[src/rtl/mux_sel_skid_if.sv]
// Handshake bundle for mux_sel_skid: upstream beat (data/select/valid/ready),
// synchronous flush, and the downstream head-beat channel.
interface mux_sel_skid_if #(
  parameter int WIDTH  = 32,
  parameter int NUM_IN = 3,
  parameter int SEL_W  = 2
);
  logic [NUM_IN*WIDTH-1:0] in_data;
  logic [SEL_W-1:0]        in_sel;
  logic                    in_valid;
  logic                    in_ready;
  logic                    flush;
  logic [WIDTH-1:0]        out_data;
  logic                    out_bad;
  logic                    out_valid;
  logic                    out_ready;

  // Block side: consumes the upstream beat, produces the head beat.
  modport slave (
    input  in_data, in_sel, in_valid, flush, out_ready,
    output in_ready, out_data, out_bad, out_valid
  );

  // Environment side: drives the upstream beat, observes the head beat.
  modport master (
    output in_data, in_sel, in_valid, flush, out_ready,
    input  in_ready, out_data, out_bad, out_valid
  );
endinterface

[src/rtl/mux_sel_skid.sv]
// N-input word multiplexer feeding a 2-entry skid buffer. The main entry
// drives the outputs; the skid entry absorbs one beat of back-pressure so
// that in_ready comes straight from a flop and never from out_ready.
module mux_sel_skid #(
  parameter int WIDTH  = 32,
  parameter int NUM_IN = 3,
  parameter int SEL_W  = 2
) (
  input  logic            i_clk,
  input  logic            i_reset,
  mux_sel_skid_if.slave   bus
);

  logic [WIDTH-1:0] r_main_data;
  logic             r_main_bad;
  logic             r_main_valid;
  logic [WIDTH-1:0] r_skid_data;
  logic             r_skid_bad;
  logic             r_skid_valid;

  logic [WIDTH-1:0] w_sel_data;
  logic             w_sel_bad;
  logic             w_acc;
  logic             w_pop;

  // Select the addressed input; out-of-range selects yield zero and flag bad.
  // The extra select bit keeps the compare correct when 2^SEL_W == NUM_IN.
  always_comb begin
    w_sel_data = '0;
    w_sel_bad  = ({1'b0, bus.in_sel} >= (SEL_W+1)'(NUM_IN));
    for (int k = 0; k < NUM_IN; k++) begin
      if ({1'b0, bus.in_sel} == (SEL_W+1)'(k)) begin
        w_sel_data = bus.in_data[k*WIDTH +: WIDTH];
      end
    end
  end

  assign w_acc = bus.in_valid && !r_skid_valid;
  assign w_pop = r_main_valid && bus.out_ready;

  // Main/skid update, highest priority first: clear, refill from skid,
  // load main, park in skid, drain main.
  always_ff @(posedge i_clk) begin
    if (i_reset || bus.flush) begin
      r_main_data  <= '0;
      r_main_bad   <= 1'b0;
      r_main_valid <= 1'b0;
      r_skid_data  <= '0;
      r_skid_bad   <= 1'b0;
      r_skid_valid <= 1'b0;
    end else if (w_pop && r_skid_valid) begin
      r_main_data  <= r_skid_data;
      r_main_bad   <= r_skid_bad;
      r_main_valid <= 1'b1;
      r_skid_data  <= '0;
      r_skid_bad   <= 1'b0;
      r_skid_valid <= 1'b0;
    end else if (w_acc && (!r_main_valid || w_pop)) begin
      r_main_data  <= w_sel_data;
      r_main_bad   <= w_sel_bad;
      r_main_valid <= 1'b1;
    end else if (w_acc) begin
      // Main is full and not draining: this beat waits in skid.
      r_skid_data  <= w_sel_data;
      r_skid_bad   <= w_sel_bad;
      r_skid_valid <= 1'b1;
    end else if (w_pop) begin
      r_main_valid <= 1'b0;
    end
  end

  assign bus.out_data  = r_main_data;
  assign bus.out_bad   = r_main_bad;
  assign bus.out_valid = r_main_valid;
  assign bus.in_ready  = !r_skid_valid;

endmodule

[src/flat_wrapper.sv]
// flat-port wrapper written by rule: the top's interface ports become plain ports
module mux_sel_skid_flat 
#(
  parameter int WIDTH  = 32,
  parameter int NUM_IN = 3,
  parameter int SEL_W  = 2
)
  (i_clk, i_reset, bus_in_data, bus_in_sel, bus_in_valid, bus_flush, bus_out_ready, bus_in_ready, bus_out_data, bus_out_bad, bus_out_valid);
  mux_sel_skid_if #(.WIDTH(WIDTH), .NUM_IN(NUM_IN), .SEL_W(SEL_W)) bus_i ();
  input  logic i_clk;
  input  logic i_reset;
  input wire logic [$bits(bus_i.in_data)-1:0] bus_in_data;
  input wire logic [$bits(bus_i.in_sel)-1:0] bus_in_sel;
  input wire logic [$bits(bus_i.in_valid)-1:0] bus_in_valid;
  input wire logic [$bits(bus_i.flush)-1:0] bus_flush;
  input wire logic [$bits(bus_i.out_ready)-1:0] bus_out_ready;
  output wire logic [$bits(bus_i.in_ready)-1:0] bus_in_ready;
  output wire logic [$bits(bus_i.out_data)-1:0] bus_out_data;
  output wire logic [$bits(bus_i.out_bad)-1:0] bus_out_bad;
  output wire logic [$bits(bus_i.out_valid)-1:0] bus_out_valid;
  assign bus_i.in_data = bus_in_data;
  assign bus_i.in_sel = bus_in_sel;
  assign bus_i.in_valid = bus_in_valid;
  assign bus_i.flush = bus_flush;
  assign bus_i.out_ready = bus_out_ready;
  assign bus_in_ready = bus_i.in_ready;
  assign bus_out_data = bus_i.out_data;
  assign bus_out_bad = bus_i.out_bad;
  assign bus_out_valid = bus_i.out_valid;
  mux_sel_skid #(.WIDTH(WIDTH), .NUM_IN(NUM_IN), .SEL_W(SEL_W)) u_core (.i_clk(i_clk), .i_reset(i_reset), .bus(bus_i));
endmodule
[config.mk]
export PLATFORM = sky130hd
export DESIGN_NAME = mux_sel_skid_flat
export DESIGN_NICKNAME = d
export VERILOG_FILES = /design/src/rtl/mux_sel_skid_if.sv /design/src/rtl/mux_sel_skid.sv /design/src/flat_wrapper.sv
export SDC_FILE = /design/constraint.sdc
export NUM_CORES = 1
export LEC_CHECK = 0
export ABC_AREA = 1
export CAP_MARGIN = 5
export CORE_MARGIN = 4
export CORE_UTILIZATION = 41
export DETAILED_ROUTE_END_ITERATION = 16
export HOLD_SLACK_MARGIN = 0.1
export PLACE_DENSITY = 0.83
export SLEW_MARGIN = 20
export SYNTH_ARGS = -nofsm -noshare
export SYNTH_HDL_FRONTEND = slang
export SYNTH_SLANG_ARGS = --single-unit
[constraint.sdc]
create_clock -name i_clk -period 1.3 [get_ports i_clk]
set_clock_uncertainty 0.2 [all_clocks]
set_input_delay 0.26 -clock i_clk [delete_from_list [all_inputs] [get_ports i_clk]]
set_output_delay 0.26 -clock i_clk [all_outputs]
set_load 0.1 [all_outputs]
After elaboration in Yosys (flattened, before gate mapping)
Cells that the tools add are included.
Storage, ports and cells
  input bits: 103
  register bits: 68
  logic and storage cells: 36
  output and inout port bits: 35
Cells by class
  $lt $le $gt $ge: 1
  bitwise logic cells: 1
  equality and inequality tests: 3
  mux-type cells: 11
  reductions and logical operators: 14
Operators by type and width (count)
  two-way mux 32 bit: 5
  two-way mux 1 bit: 6
  logical AND 1 bit: 4
  AND reduction 2 bit: 2
  inequality test 3 bit (second input constant): 1
  nonzero test 3 bit: 1
  == test 2 x 1 -> 1 bit (second input constant): 1
  == test 2 bit (second input constant): 1
  greater-or-equal comparator 2 bit (second input constant): 1
  logical NOT 1 bit: 2
  logical NOT 2 bit: 1
  logical OR 1 bit: 2
  nonzero test 2 bit: 1
  OR reduction 2 bit: 1
  NOT 1 bit: 1

Depth between registers and ports, before layout
Gate-level depths: netlist (run 1).
  depth in word-level cells: 6
  mapped depth: 10
  depth with buffers taken out: 8

Worst setup path before layout (run 1)
No wires, ideal clock.
  path kind: flip-flop to flip-flop
  from: register u_core.r_main_valid, in the netlist u_core.bus.out_valid
  to: register u_core.r_main_data[10], in the netlist u_core.bus.out_data[10]
  data required time: 972 ps
  arrival: 1843 ps
  path slack: -870 ps
  cell stages (with the launch flop): 8
  clock period less this slack: 2170 ps
  library setup time: 128 ps
  buffers on the path: 2
  path through: dfxtp_1 buf_2 nand3_2 buf_2 nand3_1 nand2_1 nor2_1 nor2_1
Between the ends
  longest elaborated chain between the ends: 4
  elaborated cells between the ends (all ways): 7
  those cells by class: 1 x mux; 6 x reduce/logical
Ends and longest elaborated chain
  start: declaration: RTL line mux_sel_skid.sv:16  | logic r_main_valid;
  start signal: assignment: RTL line mux_sel_skid.sv:47  | r_main_valid <= 1'b0;
  start signal: assignment: RTL line mux_sel_skid.sv:54  | r_main_valid <= 1'b1;
  start signal: assignment: RTL line mux_sel_skid.sv:61  | r_main_valid <= 1'b1;
  logical NOT 1 bit / logical AND 1 bit (equally long branches): RTL line mux_sel_skid.sv:58, mux_sel_skid.sv:39
  logical OR 1 bit: RTL line mux_sel_skid.sv:58  | end else if (w_acc && (!r_main_valid || w_pop)) begin
  logical AND 1 bit: RTL line mux_sel_skid.sv:58
  nonzero test 2 bit (no source line)
  end signal: assignment: RTL line mux_sel_skid.sv:52  | r_main_data <= r_skid_data;
  end signal: assignment: RTL line mux_sel_skid.sv:59  | r_main_data <= w_sel_data;
  end: declaration: RTL line mux_sel_skid.sv:14  | logic [WIDTH-1:0] r_main_data;
Parallel ways exist; a longest one is shown, timed or not.
A chain may end at the register's enable or synchronous reset.

Worst setup path after layout (run 1)
  from: register u_core.r_main_valid, in the netlist u_core.bus.out_valid
  to: register u_core.r_main_data[28], in the netlist u_core.bus.out_data[28]
The elaborated chain is that of the path after synthesis.

==> results of run 1 <==
what timing repair did:
item / CTS / global route
setup buffers: 33 / 14
pin swaps: 82 / 56
gates cloned: 7 / 4
resized for setup: 177 / 126
setup endpoints to repair: 103 / 103
final cells by class:
cell class / count / area, um^2 / area share [%]
Multi-Input combinational cell: 435 / 3000 / 38.4
Timing Repair Buffer: 227 / 2850 / 36.5
Sequential cell: 68 / 1440 / 18.4
Inverter: 43 / 195 / 2.50
Tap cell: 111 / 139 / 1.78
Clock buffer: 10 / 138 / 1.76
Clock inverter: 4 / 51.3 / 0.658
metrics by stage:
stage,util (%),worst slack (ps),setup TNS (ps),power [mW]
after floorplan,-,-274,-17760,2.90
after global placement,63.5,-847,-52540,3.50
after global routing,85.2,-542,-27570,5.99
after detailed placement,63.5,-947,-57860,3.52
final,85.2,-509,-24910,5.89
after CTS,77.0,-208,-11050,5.39
flip-flops by register name (all words and copies together), names as in the netlist:
name,cells
u_core.bus.out_bad,1
u_core.bus.out_data,32
u_core.bus.out_valid,1
u_core.r_skid_bad,1
u_core.r_skid_data,32
u_core.r_skid_valid,1
critical path, stage by stage, from the launching register on:
cell,delay [ps]
dfxtp_4,370
buf_6,110
buf_12,100
nand2_8,70
nand2_8,140
inv_16,100
nand2_1,90
clkinv_1,130
nor2_1,280
nor2_1,90
cells in the mapped netlist (all sizes together):
master and number:
nand3 131, dfxtp 68, nor2 101, clkinv 11, nand4 32, buf 41, a211oi 1, inv 32
a21oi 35, nor3 32, clkbuf 12, nand2 102
logic make-up (layout without fill, tap and decap cells):
logic type / after synthesis / after routing / synth area share, %
buffers and inverters: 96 / 284 / 12.0
AND/OR/NAND/NOR: 398 / 399 / 47.6
AO/OA/AOI/OAI: 36 / 36 / 4.90
flip-flops: 68 / 68 / 35.5
power by group through the flow:
stage | Combinational [mW] | Clock, mW | Sequential, mW
floorplan | 0.490 | 0 | 2.41
finish | 1.88 | 1.86 | 2.16
detailed placement | 1.31 | 0 | 2.22
global placement | 1.29 | 0 | 2.21
CTS | 1.53 | 1.71 | 2.15
global route | 1.93 | 1.91 | 2.16
per-layer routing:
metal  vias up  global-route usage [%]  routed length (um)
met5         -                       0                   0
met4         0                    23.7                2310
met3       240                    9.94                3210
met2       690                    53.2               10500
met1      2691                    36.9                7680
li1       2356                       -                   -
path summary, 6_finish.rpt:
kind	depth (start not counted)	end	slack, ps	startpoint
setup / recovery	9	u_core.bus.out_data[28]	-510	u_core.bus.out_valid
hold / removal	2	u_core.bus.out_bad	310	u_core.bus.out_bad
setup reg to reg	9	u_core.bus.out_data[28]	-510	u_core.bus.out_valid
hold reg to reg	2	u_core.bus.out_bad	310	u_core.bus.out_bad
==> results.ini, run 1 <==
[status]
status=finished, violations left
failed_checks=setup timing

[grt]
grt_max_degree=34
track_usage_pct=33.0
grt_pass1_wl_um=28600
antenna_found_initial=0
grt_pass1_vias=5574
overflow=0

[die]
start_util_pct=41.9
io_pins=138
core_mm2=0.00915
die_w_um=105
die_area_mm2=0.0110
num_rows=35
fp.dieH_um=105

[flow_run]
max_cap_violations=0

[sta]
finalWorstSetupSlack_ps=-509
fin_crit_sh_pct=139
rsz0062_at_grt=yes
worstMarginPinSlew_ps=396
fmax_mhz=553
holdWs_ps=309
slew_headroom_pct=73.6
finalHoldViolCount=0
period_minus_slack_ps=1810
setup-violations-final=103
slew_violations=0

[yosys]
ys_top_cells_by_area=dfxtp_1, nand3_1, nor2_1, nand2_1, nand4_1
synth_top_area_cell=dfxtp_1
yosysTopAreaCellShare_pct=35.5
yosysWarnings=0
syn_nets=701
ys_ff_latch=68
synth.avg_cell_area_um2=6.41
synthesis.area_mm2=0.00383
synth_cells=598
ys_seq_area_share_pct=35.5
ys_types=21

[layout]
final_cell_area_mm2=0.00780
nNetsFinal=887
layoutNonFillerInstCount=898
syn_to_final_growth_pct=104
nFillCells=375
n_antenna_cell=0
mostFrequentLayoutCells=nand3_1, clkdlybuf4s50_1, nand2_1, nor2_1, buf_12
final_common_cell=nand3_1
drive_gt1_share_pct=42.4

[setup_path]
critPathCaptureType=flop
worst-setup-path-type=flop to flop
cp.arrival_ps=1870
worstPathMaxFanout=33
worstSetupStartpointType=flop
worstPathRequired_ps=1360

[pwr]
p_sw_share_pct=35.3
peakVddDrop_v=0.000872
clkPwrFrac_pct=31.6
pwr-share-comb_pct=31.8
leakagePower_nw=3.16
p_per_area_mw_per_mm2=756
pwr-share-seq_pct=36.6
power.internal_mw=3.81
p_switching_mw=2.08

[route]
num_vias=5977
antenna_left=0
routedWlPerCell_um=26.4
wl_um=23700
dr.pass1.iters=5
drtIter0Drc=922
drc=0
avgViaCountPerCell=6.66

[placement]
dp.cells=831
gp_congestion=0.845
dpl.hpwl_um=9390
placed_area_mm2=0.00581
io_buffers=137

[clock_tree]
clkTransAtPathRegs_ps=80
cts.path.max_buffers=2
insertion_delay_ps=380
cts_tree=built
cts-root-buf=clkbuf_8
numCtsBuffers=9
cts.sinks=68
h-tree-depth=3
hold_buffers=0

[worst_hold_path]
hold_class=flop to flop

Note: power is estimated with default switching activity, not from simulation.
==> run 2: changes to the inputs <==
ABC_AREA = 0   (was 1)
CORE_UTILIZATION = 39   (was 41)
CTS_BUF_LIST = sky130_fd_sc_hd__clkbuf_16   (was not set)
PLACE_DENSITY = 0.82   (was 0.83)
==> run 2 against run 1 <==
Effect of this change: the run still ends with setup timing left; combinational power decreased by 26%; worst hold slack got worse by 27 ps; via count decreased by 41%; critical path depth decreased by 4; critical endpoint is now u_core.bus.out_data[0]; largest power group is now the clock network; highest routed layer unchanged.
==> results.ini, run 2 <==
[layout]
final_util_pct=74.9  ; -10 points
syn_to_final_growth_pct=87.9
n_antenna_cell=0  ; unchanged
nNetsFinal=619  ; -30%
mostFrequentLayoutCells=clkdlybuf4s50_1, buf_12, nand3_1, dfxtp_1
layoutNonFillerInstCount=629  ; -30%
nFillCells=567  ; +51%
final_common_cell=clkdlybuf4s50_1
final_cell_area_mm2=0.00647  ; -17%
drive_gt1_share_pct=43.8  ; +1.3 points

[placement]
io_buffers=137  ; unchanged
dpl.hpwl_um=7880  ; -16%
dp.cells=589  ; -29%
gp_congestion=0.771  ; -8.8%
placed_area_mm2=0.00544  ; -6.4%

[yosys]
synth_common_cells=dfxtp_1, nand3_1, nor2_1
ys_ff_latch=68  ; unchanged
synth_cells=351  ; -41%
synthArstFlopShare_pct=0  ; unchanged
synthesis.area_mm2=0.00344  ; -10%
syn_nets=454  ; -35%
synth.avg_cell_area_um2=9.81  ; +53%
ys_top_cells_by_area=dfxtp_1, a211oi_2, mux2i_1, a2bb2oi_1, o221ai_1
ys_seq_area_share_pct=39.5  ; +4.0 points
ys_types=28  ; +33%
synth.most_common_cell=dfxtp_1
ys.flop_type=dfxtp_1
yosysTopAreaCellShare_pct=39.5  ; +4.0 points
synth-edff-count=0  ; unchanged
synth_top_area_cell=dfxtp_1
yosysWarnings=0  ; unchanged

[die]
io_pins=138  ; unchanged
fp.dieH_um=102  ; -2.6%
core_mm2=0.00864  ; -5.6%
start_util_pct=39.9  ; -2.0 points
die_area_mm2=0.0104  ; -5.1%
num_rows=34  ; -2.9%
die_w_um=102  ; -2.6%

[sta]
finalWorstSetupSlack_ps=-299  ; +210 ps
slew_violations=0  ; unchanged
slew_headroom_pct=79.1  ; +5.5 points
setup-violations-final=102  ; -0.97%
fin_crit_sh_pct=123  ; -16 points
holdWs_ps=282  ; -27.2 ps
fmax_mhz=625  ; +13%
worstMarginPinSlew_ps=305  ; -91.8 ps
rsz0062_at_grt=yes
finalHoldViolCount=0  ; unchanged
period_minus_slack_ps=1600  ; -210 ps

[grt]
grt_pass1_vias=3753  ; -33%
track_usage_pct=23.6  ; -9.4 points
overflow=0  ; unchanged
antenna_found_initial=0  ; unchanged
grt_max_degree=33  ; -2.9%
grt_pass1_wl_um=19300  ; -33%

[clock_tree]
clkTransAtPathRegs_ps=60  ; -20 ps
cts_tree=built
cts-root-buf=clkbuf_16
h-tree-depth=3  ; unchanged
cts.sinks=68  ; unchanged
insertion_delay_ps=330  ; -50 ps
numCtsBuffers=9  ; unchanged
cts.path.max_buffers=2  ; unchanged

[setup_path]
worstSetupStartpointType=flop
worstPathMaxFanout=17  ; -48%
critPathCaptureType=flop
cp.arrival_ps=1620  ; -250 ps
worst-setup-path-type=flop to flop
worstPathRequired_ps=1320  ; -40 ps

[pwr]
peakVddDrop_v=0.000636  ; -27%
p_per_area_mw_per_mm2=1010  ; +34%
leakagePower_nw=2.36  ; -25%

[route]
dr.pass1.iters=4  ; -1
antenna_left=0  ; unchanged
drc=0  ; unchanged
wl_um=12500  ; -47%
routedWlPerCell_um=19.9  ; -25%
drtIter0Drc=122  ; -87%
num_vias=3532  ; -41%
avgViaCountPerCell=5.62  ; -16%

[flow_run]
max_cap_violations=0  ; unchanged

[status]
failed_checks=setup timing
status=finished, violations left

[worst_hold_path]
hold_class=flop to flop

[run 2: cell types whose count changed after synthesis, sizes merged, moves of 33 or more]
cell and delta:
nand2 -101, nand3 -97, nor2 -66, a21oi -34
mux2i +33
[run 2: critical path, stage by stage (launching register included)]
cell and delay, ps:
dfxtp_2 350, buf_6 110, mux2i_2 270, o21ai_2 140, buf_12 180, o221ai_1 230
[run 2: routing by layer]
metal	vias to the layer above	GRT usage, %	wire, um
met5	-	0	0
met4	0	9.99	300
met3	27	4.30	747
met2	125	43.8	6790
met1	1733	26.2	4670
li1	1647	-	-
[run 2: final timing paths]
kind,start,to,slack (ps),depth (start not counted)
hold / removal,u_core.r_skid_bad,u_core.r_skid_bad,280,2
setup reg to reg,u_core.r_skid_valid,u_core.bus.out_data[0],-300,5
hold reg to reg,u_core.r_skid_bad,u_core.r_skid_bad,280,2
setup / recovery,u_core.r_skid_valid,u_core.bus.out_data[0],-300,5
[run 2: per-stage QoR]
stage                     power, mW  setup WS, ps  TNS, ps
after floorplan                2.85          -289   -17260
after global placement         3.40          -554   -34330
after detailed placement       3.44          -645   -38010
after CTS                      6.52          -292   -15580
after global routing           6.75          -325   -19970
final                          6.56          -299   -16980
[run 2: logic make-up (layout without fill, tap and decap cells)]
logic type / count (synthesis) / count (layout) / share of synthesized area [%]
AOI/OAI and AO/OA: 102 / 102 / 28.6
and+or+nand+nor: 79 / 79 / 11.2
buffers and inverters: 69 / 239 / 11.1
muxes: 33 / 33 / 9.59
DFF: 68 / 68 / 39.5
[run 2: area by class of cell]
cell class,count,area [um^2],share of cell area [%]
Timing Repair Buffer,190,2410,37.3
Inverter,33,128,1.97
Clock buffer,9,225,3.48
Tap cell,108,135,2.09
Sequential cell,68,1420,21.9
Clock inverter,7,138,2.13
Multi-Input combinational cell,214,2020,31.1
[run 2: what timing repair did]
action	CTS	global route
hold buffers	0	0
gates resized for setup	63	26
hold endpoints to repair	0	0
pin swaps	24	9
setup buffers	11	8
gates cloned	6	0
endpoints found under the setup margin	102	103
[run 2: where the power goes]
group | leakage (nW) | switching (mW) | internal [mW]
clock | 0.174 | 0.940 | 2.06
sequential | 0.568 | 0.0435 | 2.13
combinational | 1.62 | 0.675 | 0.715
total | 2.36 | 1.66 | 4.90
==> run 3: changes to the inputs <==
CORE_UTILIZATION = 35   (was 39)
PLACE_DENSITY = 0.76   (was 0.82)
==> run 3 against run 2 <==
Effect of this change: the run still ends with setup timing left; sequential power about the same; worst setup slack improved by 30 ps; maximum frequency increased by 1.9%; cell count rose by 3.8%; largest cell class unchanged; largest power group is now registers.
==> results.ini, run 3 (synthesis results as in run 2) <==
[status]
status=finished, violations left
failed_checks=setup timing

[clock_tree]
numCtsBuffers=9  ; unchanged
cts.path.max_buffers=2  ; unchanged
clkTransAtPathRegs_ps=60  ; about the same
cts-root-buf=clkbuf_16
insertion_delay_ps=320  ; about the same
h-tree-depth=3  ; unchanged
cts.sinks=68  ; unchanged
cts_tree=built

[layout]
n_antenna_cell=0  ; unchanged
register_area_mm2=0.00141  ; -0.18%
nNetsFinal=622  ; +0.48%
multi_input_area_mm2=0.00221  ; +9.8%
mostFrequentLayoutCells=clkdlybuf4s50_1, buf_12, inv_1, dfxtp_1
final_cell_area_mm2=0.00672  ; +3.8%
syn_to_final_growth_pct=95.1
final_common_cell=clkdlybuf4s50_1
nFillCells=654  ; +15%
drive_gt1_share_pct=48.9  ; +5.1 points

[route]
antenna_left=0  ; unchanged
drtIter0Drc=193  ; +58%
routedWlPerCell_um=20.7  ; +4.4%
avgViaCountPerCell=5.45  ; -2.9%
dr.pass1.iters=4  ; unchanged
drc=0  ; unchanged
wl_um=13500  ; +8.3%
num_vias=3560  ; +0.79%

[sta]
rsz0062_at_grt=yes
worstMarginPinSlew_ps=332  ; +27.6 ps
slew_headroom_pct=77.8  ; -1.3 points
holdWs_ps=269  ; -12.2 ps
period_minus_slack_ps=1570  ; -30.4 ps
finalWorstSetupSlack_ps=-269  ; +30.4 ps
slew_violations=0  ; unchanged
fin_crit_sh_pct=121  ; -2.3 points
setup-violations-final=95  ; -6.9%
finalHoldViolCount=0  ; unchanged
fmax_mhz=637  ; +1.9%

[die]
start_util_pct=36.6  ; -3.3 points
die_area_mm2=0.0115  ; +11%
io_pins=138  ; unchanged
die_w_um=107  ; +5.1%
core_mm2=0.00942  ; +9.0%
num_rows=35  ; +2.9%
fp.dieH_um=107  ; +5.1%

[setup_path]
slowest_delay_ps=480  ; +130 ps
slowest_stage=clkdlybuf4s50_1
worstPathRequired_ps=1330  ; about the same
critPathCaptureType=flop
worst-setup-path-type=input port to flop
critPathTopFamily=buffers and inverters
path_cells=clkdlybuf4s50_1 > nor2_4 > buf_4 > nand2b_4 > buf_12 > a211oi_2
worstSetupStartpointType=input port
worstPathMaxFanout=11  ; -6
path_buf_inv=3  ; +1
cp.arrival_ps=1600  ; -20 ps

[grt]
grt_max_degree=21  ; -36%
overflow=0  ; unchanged
grtUsageMet1_pct=23.1  ; -3.2 points
track_usage_pct=22.1  ; -1.5 points
met2_usage_pct=42.2  ; -1.6 points
grt_pass1_wl_um=19700  ; +1.9%
grt-busiest-layer=met2
antenna_found_initial=0  ; unchanged
gr-usage-met3_pct=5.18  ; +0.88 points
grt_pass1_vias=3830  ; +2.1%

[placement]
io_buffers=137  ; unchanged
placed_area_mm2=0.00546  ; +0.39%
gp_congestion=0.797  ; +3.4%
dpl.hpwl_um=7960  ; +1.0%

[pwr]
peakVddDrop_v=0.000540  ; -15%
p_per_area_mw_per_mm2=854  ; -16%
leakagePower_nw=2.38  ; +0.83%

[worst_hold_path]
hold_class=input port to flop

[flow_run]
max_cap_violations=0  ; unchanged

[run 3: area by class of cell]
class | instances | area share, %
Clock buffer | 9 | 3.35
Clock inverter | 7 | 0.428
Inverter | 33 | 1.90
Multi-Input combinational cell | 214 | 32.9
Sequential cell | 68 | 21.0
Tap cell | 129 | 2.40
Timing Repair Buffer | 193 | 38.0
[run 3: timing repair]
item / in CTS / in global routing
hold endpoints to repair: 0 / 1
pin swaps: 2 / 2
cloned: 7 / 3
gates resized for setup: 96 / 30
buffers inserted: 9 / 13
hold buffers: 0 / 1
setup endpoints to repair: 102 / 103
[run 3: per-layer routing]
metal,wire length [um],part of all wire (%)
met1,5060,37
met3,628,4.6
met2,7530,56
met5,0,0
met4,331,2.4
[run 3: worst paths after layout]
| kind | startpoint | end | slack [ps] | depth (start not counted) |
|---|---|---|---|---|
| worst max register to register | u_core.r_skid_valid | u_core.r_skid_data[24] | -260 | 5 |
| worst min register to register | u_core.r_skid_data[4] | u_core.bus.out_data[4] | 290 | 2 |
| worst max-delay path | bus_flush | u_core.r_skid_data[24] | -270 | 6 |
| worst min-delay path | bus_in_sel[1] | u_core.r_skid_bad | 270 | 4 |
[run 3: power breakdown]
group	internal [mW]	switching [mW]	leakage, nW
logic	0.753	0.718	1.67
clock network	1.25	0.848	0.142
registers	2.13	0.0443	0.568
[run 3: worst reg2reg max path, delay by kind of cell, from the launching register on]
| kind | cells | cell delay [ps] |
|---|---|---|
| flops | 1 | 370 |
| compound gates | 1 | 160 |
| buf+inv | 2 | 340 |
| simple gates | 2 | 410 |
[run 3: through the flow]
step	setup WS [ps]	TNS [ps]	utilization (%)	power [mW]	std cells
floorplan	-289	-17260	-	2.85	351
global placement	-526	-33580	58.0	3.41	606
detailed placement	-586	-36890	58.0	3.44	606
CTS	-239	-13030	68.4	5.70	638
global route	-296	-18030	71.4	5.94	653
finish	-269	-15070	71.4	5.74	653
